`config.mk`:
```
export PLATFORM = sky130hd
export DESIGN_NAME = gen_fifo_stream
export DESIGN_NICKNAME = d
export VERILOG_FILES = /design/src/rtl/gen_fifo_pkg.sv /design/src/rtl/sync_fifo.sv /design/src/rtl/gen_fifo_stream.sv
export SDC_FILE = /design/constraint.sdc
export NUM_CORES = 1
export LEC_CHECK = 0
export CAP_MARGIN = 5
export CORE_MARGIN = 2
export CORE_UTILIZATION = 45
export DETAILED_ROUTE_END_ITERATION = 16
export GPL_ROUTABILITY_DRIVEN = 0
export PLACE_DENSITY = 0.71
export SLEW_MARGIN = 20
export SYNTH_ARGS = -nofsm -noshare
export SYNTH_HDL_FRONTEND = slang
export SYNTH_SLANG_ARGS = --single-unit
```
`constraint.sdc`:
```
create_clock -name aclk -period 4.23 [get_ports aclk]
set_input_delay 1.0575 -clock aclk [delete_from_list [all_inputs] [get_ports aclk]]
set_output_delay 1.0575 -clock aclk [all_outputs]
set_load 0.1 [all_outputs]
```
`src/rtl/gen_fifo_pkg.sv`:
```
// gen_fifo_pkg: shared mode encodings, FSM states and LFSR polynomial for the stream generator
package gen_fifo_pkg;
  typedef enum logic [1:0] {MODE_CNT = 2'd0, MODE_LFSR = 2'd1, MODE_CONST = 2'd2} mode_e;
  typedef enum logic {IDLE, GEN} state_e;
  localparam logic [31:0] LFSR_POLY = 32'h80200003;
endpackage

```
`src/rtl/sync_fifo.sv`:
```
// sync_fifo: single-clock FIFO with occupancy count; head word reads as zero when empty
module sync_fifo #(
  parameter int WIDTH = 33,
  parameter int ADDR_WIDTH = 4
) (
  input  logic                  clk,
  input  logic                  rst_n,
  input  logic                  push,
  input  logic                  pop,
  input  logic [WIDTH-1:0]      din,
  output logic [WIDTH-1:0]      dout,
  output logic                  full,
  output logic                  empty,
  output logic [ADDR_WIDTH:0]   count
);
  localparam int DEPTH = 2**ADDR_WIDTH;
  logic [WIDTH-1:0] mem [DEPTH];
  logic [ADDR_WIDTH-1:0] wr_ptr, rd_ptr;
  logic do_push, do_pop;
  assign full = count == (ADDR_WIDTH+1)'(DEPTH);
  assign empty = count == '0;
  assign do_push = push && !full;
  assign do_pop = pop && !empty;
  assign dout = empty ? '0 : mem[rd_ptr];
  always_ff @(posedge clk)
    if (do_push) mem[wr_ptr] <= din;
  always_ff @(posedge clk or negedge rst_n)
    if (!rst_n) begin
      wr_ptr <= '0;
      rd_ptr <= '0;
      count <= '0;
    end else begin
      wr_ptr <= wr_ptr + ADDR_WIDTH'(do_push);
      rd_ptr <= rd_ptr + ADDR_WIDTH'(do_pop);
      count <= count + (ADDR_WIDTH+1)'(do_push) - (ADDR_WIDTH+1)'(do_pop);
    end
endmodule

```
`src/rtl/gen_fifo_stream.sv`:
```
// gen_fifo_stream: packetised counter/LFSR/constant word generator feeding an AXI-Stream FIFO
module gen_fifo_stream
  import gen_fifo_pkg::*;
#(
  parameter int DATA_SIZE = 32,
  parameter int ADDR_WIDTH = 4,
  parameter int PKT_LEN_WIDTH = 8
) (
  input  logic                     aclk,
  input  logic                     aresetn,
  input  logic                     enable,
  input  logic [1:0]               mode,
  input  logic [DATA_SIZE-1:0]     seed,
  input  logic [PKT_LEN_WIDTH-1:0] pkt_len,
  output logic [DATA_SIZE-1:0]     m00_axis_tdata,
  output logic [DATA_SIZE/8-1:0]   m00_axis_tstrb,
  output logic                     m00_axis_tvalid,
  input  logic                     m00_axis_tready,
  output logic                     m00_axis_tlast,
  output logic [ADDR_WIDTH:0]      fifo_count,
  output logic [15:0]              pkt_count,
  output logic                     busy
);
  localparam logic [DATA_SIZE-1:0] POLY = LFSR_POLY[DATA_SIZE-1:0];
  logic [1:0] rst_sync;
  logic rst_n;
  state_e state;
  logic [DATA_SIZE-1:0] value, next_value;
  logic [PKT_LEN_WIDTH-1:0] word_cnt, cur_len, len, len1;
  logic [1:0] cur_mode, md;
  logic first, last, push, pop, full, empty;
  always_ff @(posedge aclk or negedge aresetn)
    if (!aresetn) rst_sync <= 2'b00;
    else rst_sync <= {rst_sync[0], 1'b1};
  assign rst_n = rst_sync[1];
  assign first = word_cnt == PKT_LEN_WIDTH'(1);
  assign md = first ? mode : cur_mode;
  assign len = first ? pkt_len : cur_len;
  assign len1 = len == '0 ? PKT_LEN_WIDTH'(1) : len;
  assign last = word_cnt == len1;
  assign push = state == GEN && !full;
  assign pop = m00_axis_tvalid && m00_axis_tready;
  assign next_value = md == MODE_CONST ? value :
                      md == MODE_LFSR  ? (value >> 1) ^ (value[0] ? POLY : '0) :
                                         value + DATA_SIZE'(1);
  assign m00_axis_tvalid = !empty;
  assign m00_axis_tstrb = '1;
  assign busy = state == GEN;
  always_ff @(posedge aclk or negedge rst_n)
    if (!rst_n) begin
      state <= IDLE;
      value <= '0;
      word_cnt <= PKT_LEN_WIDTH'(1);
      cur_mode <= MODE_CNT;
      cur_len <= '0;
    end else if (state == IDLE) begin
      if (enable) begin
        state <= GEN;
        value <= (mode == MODE_LFSR && seed == '0) ? DATA_SIZE'(1) : seed;
      end
    end else if (push) begin
      value <= next_value;
      word_cnt <= last ? PKT_LEN_WIDTH'(1) : word_cnt + PKT_LEN_WIDTH'(1);
      if (first) begin
        cur_mode <= mode;
        cur_len <= pkt_len;
      end
      if (last && !enable) state <= IDLE;
    end
  always_ff @(posedge aclk or negedge rst_n)
    if (!rst_n) pkt_count <= '0;
    else if (pop && m00_axis_tlast) pkt_count <= pkt_count + 16'd1;
  sync_fifo #(.WIDTH(DATA_SIZE + 1), .ADDR_WIDTH(ADDR_WIDTH)) u_fifo (
    .clk(aclk),
    .rst_n(rst_n),
    .push(push),
    .pop(pop),
    .din({last, value}),
    .dout({m00_axis_tlast, m00_axis_tdata}),
    .full(full),
    .empty(empty),
    .count(fifo_count)
  );
endmodule

```
Word level (Yosys, flattened, before mapping)
Memory sizes are Yosys's and may differ from the RTL's. Index checks and enable logic that the tools add are counted.

Add/sub/neg operators: 7. Equality and inequality tests: 8. Muxes and demuxes: 18. Bitwise gates (word level): 1. Reduce and logical (&&, ||, !) cells: 16.

Operator list (count): two-way mux 32 bit (7); two-way mux 33 bit (1); adder 32 x 1 -> 32 bit, second input constant (1); zero test 32 bit (1); XOR 31 x 32 -> 32 bit (1); two-way mux 8 bit (3); adder 16 x 1 -> 16 bit, second input constant (1); adder 4 x 1 -> 4 bit (2); adder 8 x 1 -> 8 bit, second input constant (1); equality test 8 x 1 -> 1 bit, second input constant (1); equality test 8 bit (1); zero test 8 bit (1); logical AND 1 bit (7); two-way mux 1 bit (6); adder 5 x 1 -> 5 bit (1); equality test 5 bit, second input constant (1); zero test 5 bit (1); subtractor 5 x 1 -> 5 bit (1); equality test 2 x 1 -> 1 bit, second input constant (2); zero test 1 bit (3); AND reduction 3 bit (1); equality test 2 bit, second input constant (1); two-way mux 2 bit (1); inequality test 2 x 1 -> 1 bit, second input constant (1); 3 further kinds (3).

Register bits: 82. Bits in writable memories: 528. Input port bits: 46. Output and inout port bits: 60. Word-level logic and storage cells: 61. Memories kept: 1.

Memory list: u_fifo.mem (depth 16, width 33, rd ports 1, clocked after memory_dff 0, write ports 1, line sync_fifo.sv:17) `logic [WIDTH-1:0] mem [DEPTH];`.

Logic depth before layout (Yosys ltp)
Depth in word-level cells: 9. Gate-level depth with buffers: 16. Gate-level depth less buffers: 16.

Cells and area by module
A second synthesis with hierarchy kept.

Cells, all modules: 1389. Area total of the unflattened synthesis: 25109.1 um^2.

By module, submodules not included: sync_fifo (instances 1, cells an instance 885, area an instance 20702.4 um^2, seq. area each 16180.5 um^2); gen_fifo_stream (instances 1, cells an instance 504, area an instance 4406.7 um^2, seq. area each 1727.9 um^2).

Worst setup path before layout
Ideal clock, no wire load.

Kind: reg2out. Start: register u_fifo.count[2]. End: output port m00_axis_tlast. Data arrival time: 4005 ps. Data required time: 3173 ps. Slack: -833 ps. Stages on the path, launching flop included: 6. Path buffers: 1. Path through: dfrtp_1 inv_1 ha_1 nor4b_1 clkbuf_1 a211oi_1.

Cells in the longest elaborated chain, start to end: 2.

Ends and longest elaborated chain: start, declared (line sync_fifo.sv:14) `output logic [ADDR_WIDTH:0] count`; start signal, assigned (line sync_fifo.sv:35) `count <= count + (ADDR_WIDTH+1)'(do_push) - (ADDR_WIDTH+1)'(do_pop);`; zero test 5 bit (line sync_fifo.sv:21) `assign empty = count == '0;`; two-way mux 33 bit (line sync_fifo.sv:24) `assign dout = empty ? '0 : mem[rd_ptr];`; end, declared (line gen_fifo_stream.sv:19) `output logic m00_axis_tlast,`.

No other way between the ends.

Final worst setup path
Start: register u_fifo.rd_ptr[1]. End: output port m00_axis_tdata[5].

Cells in the longest elaborated chain, start to end: 2.

Ends and longest elaborated chain: start, declared (line sync_fifo.sv:18) `logic [ADDR_WIDTH-1:0] wr_ptr, rd_ptr;`; start signal, assigned (line sync_fifo.sv:34) `rd_ptr <= rd_ptr + ADDR_WIDTH'(do_pop);`; memory (16 x 33 bit); two-way mux 33 bit (line sync_fifo.sv:24); end, declared (line gen_fifo_stream.sv:15) `output logic [DATA_SIZE-1:0] m00_axis_tdata,`.

No other way between the ends.

==> flow_summary.yaml <==
clock_network:
  cts.clk_slew.worst_paths_ns: 0.06
  numCtsBuffers: 57
  post_cts_resize_count: 0
  cts_max_level: 2
  ctsHoldBuffers: 0
  cts_tree: "yes"
  clock-root-buffer: "clkbuf_16"
  clock_latency_ns: 0.63
  clk_path_buf_depth: 3
  clock_sinks: 610
  cts_setup_buffers: 0
synthesis:
  synth_top_area_cell: "edfxtp_1"
  syn_avg_cell_area_um2: 16.4
  async_reset_ff_share_pct: 13.4
  yosysMostFrequentCell: "edfxtp_1"
  yosys_warnings: 0
  synth_area_leaders: "edfxtp_1 (63%), dfrtp_1 (8.0%), mux4_2 (5.7%)"
  postSynthCellCount: 1535
  ys.flop_type: "edfxtp_1"
  synth_edf_count: 528
  netlist_area_um2: 25200
  synth-seq-cells: 610
  synth.top_cell.area_share_pct: 62.9
  yosys-top-cells-count: "edfxtp_1 (528), mux2i_1 (137), dfrtp_1 (81)"
  ys_seq_area_share_pct: 71.0
  yosysUniqueCellTypes: 75
timing:
  slew_violations: 0
  rsz0062_at_grt: "no"
  maxSlewHeadroom_pct: 34.5
  worst_hold_slack_ns: 0.276
  skew_ns: 0.0125
  period_share_pct: 96.3
  finalCriticalPeriod_ns: 4.07
  fmax_mhz: 246
  hold_viol: 0
  worst_pin_slew_ns: 0.979
  finalSetupViolations: 0
die:
  die_area_um2: 58000
  start_util_pct: 45.6
  core_region_area_um2: 55300
  die_h_um: 241
  io_pins: 106
  die_width_um: 241
  fp-row-count: 86
critical_path:
  cp-end-kind: "output pin"
  crit_top_cell: "buf_12"
  r2r_slack_ns: 1.02
  r2r_start: "u_fifo.count[2]"
  crit_path_top_delay_cell: "nor3_1"
  critical_path_arrival_ns: 3.01
  worstSetupPathType: "reg2out"
  reg2regPathDepth: 17
  cp.required_ns: 3.17
  crit_buf_inv: 3
  crit_path_cell_trace: "buf_12 > nand2b_2 > buf_12 > o221ai_1 > a21oi_1 > nor3_1 > buf_12"
  cp_max_fo: 71
  slowest_delay_ns: 0.50
  cp-start-kind: "flop"
  cp_top_family: "simple AND/OR/NAND/NOR gates"
  r2r_end: "u_fifo.count[4]"
grt:
  busiest_layer: "met2"
  grt_pass1_vias: 14805
  grt_antenna_before_repair: 0
  grtUsageMet3_pct: 3.24
  use_met2_pct: 35.0
  grt_pass1_wl_um: 91000
  use_met1_pct: 29.0
  track_usage_pct: 21.1
  grt-ovfl-total: 0
  grt_max_degree: 81
run:
  maxCapViolCount: 0
route:
  initialDrtViolationCount: 1413
  drt-pass1-iter-count: 6
  drcViolationCount: 0
  antenna_left: 0
  vias: 14811
  routed_wl_um: 60200
  vias_per_cell: 6.03
  detail_route.wl_per_cell_um: 24.5
cells_and_area:
  synthToLayoutAreaGrowth_pct: 17.9
  num_antenna_cells: 0
  fill_cells: 4354
  drive_above_1_share_pct: 16.8
  nets: 1724
status:
  status: "complete, no violations"
placed_design:
  io_buffers: 101
  dp_hpwl_um: 34900
min_path:
  hp-class: "reg2async"
## through the flow
step	TNS (ns)	std cells	util [%]	worst slack, ns	instance area (um2)
2_1_floorplan	-21.54	1539	-	-0.701	25300
3_3_place_gp	0	2351	50.4	0.820	27900
3_5_place_dp	0	2351	50.4	0.754	27900
4_1_cts	0	2457	53.7	0.110	29700
5_1_grt	0	2458	53.8	0.0435	29700
6_report	0	2458	53.8	0.158	29700
## flip-flops by register name, summed over array words and instances (netlist names)
name,cells
busy,1
cur_len,8
cur_mode,2
pkt_count,16
rst_sync,2
u_fifo.count,5
u_fifo.mem,528
u_fifo.rd_ptr,4
u_fifo.wr_ptr,4
value,32
word_cnt,8
## layout by cell type (no fill, tap or decap), types with 6 or more instances in the layout
master           count
a211oi_1             7
a21oi_1             71
a22oi_1              7
and3_1              19
and4_1               7
buf_12              50
buf_4               41
bufinv_16            6
clkbuf_1             8
clkbuf_16           57
clkdlybuf4s50_1     66
clkinv_1            18
clkinv_2            10
dfrtp_1             78
edfxtp_1           528
ha_1                14
inv_1               30
mux2_2               9
mux2i_1            137
mux4_2              64
nand2_1             41
nand3_1             35
nand4_1             21
nor2_1              31
nor2_4              12
nor3_1              45
nor4_1              11
o211ai_1            11
o21ai_0             16
o21ai_1              9
o221ai_1            66
o22ai_1             38
xnor2_1             30
xor2_1              12
## layer usage
metal	part of all wire [%]	wire length, um
met1	41	24700
met2	49	29500
met3	7.4	4450
met4	2.4	1420
met5	0	0
## cell type report
| class | count | area [um2] | area share, % |
|---|---|---|---|
| flip-flops and latches | 610 | 17900 | 60.3 |
| clock inverters | 41 | 359 | 1.21 |
| well taps | 748 | 936 | 3.15 |
| repair buffers | 158 | 2000 | 6.72 |
| inverters | 32 | 120 | 0.404 |
| multi-input cells | 804 | 6940 | 23.4 |
| clock buffers | 65 | 1460 | 4.90 |
## how the worst max path moves through the flow
stage                                start                 end  slack (ns)  depth (start not counted)
after detailed placement        pkt_len[4]         word_cnt[6]        0.75                          7
after global placement    u_fifo.rd_ptr[1]  m00_axis_tdata[29]        0.82                          7
final                     u_fifo.rd_ptr[1]   m00_axis_tdata[5]        0.16                          7
after global routing      u_fifo.rd_ptr[1]  m00_axis_tdata[23]        0.04                          7
after floorplan            u_fifo.count[2]  m00_axis_tdata[23]       -0.70                          5
after CTS                 u_fifo.rd_ptr[1]  m00_axis_tdata[28]        0.11                          7
## logic make-up after synthesis
group / count (synthesis) / share of synthesized area, %
flip-flops: 610 / 71.0
AO/OA/AOI/OAI: 276 / 7.74
AND/OR/NAND/NOR: 256 / 5.32
multiplexers: 210 / 11.6
buffers and inverters: 125 / 2.13
XOR/XNOR: 42 / 1.46
adder cells (fa/ha/maj): 15 / 0.774
other: 1 / 0.0149
Power is not shown: default switching activity piles up to over one toggle a cycle in this logic, so the estimate is an artifact.
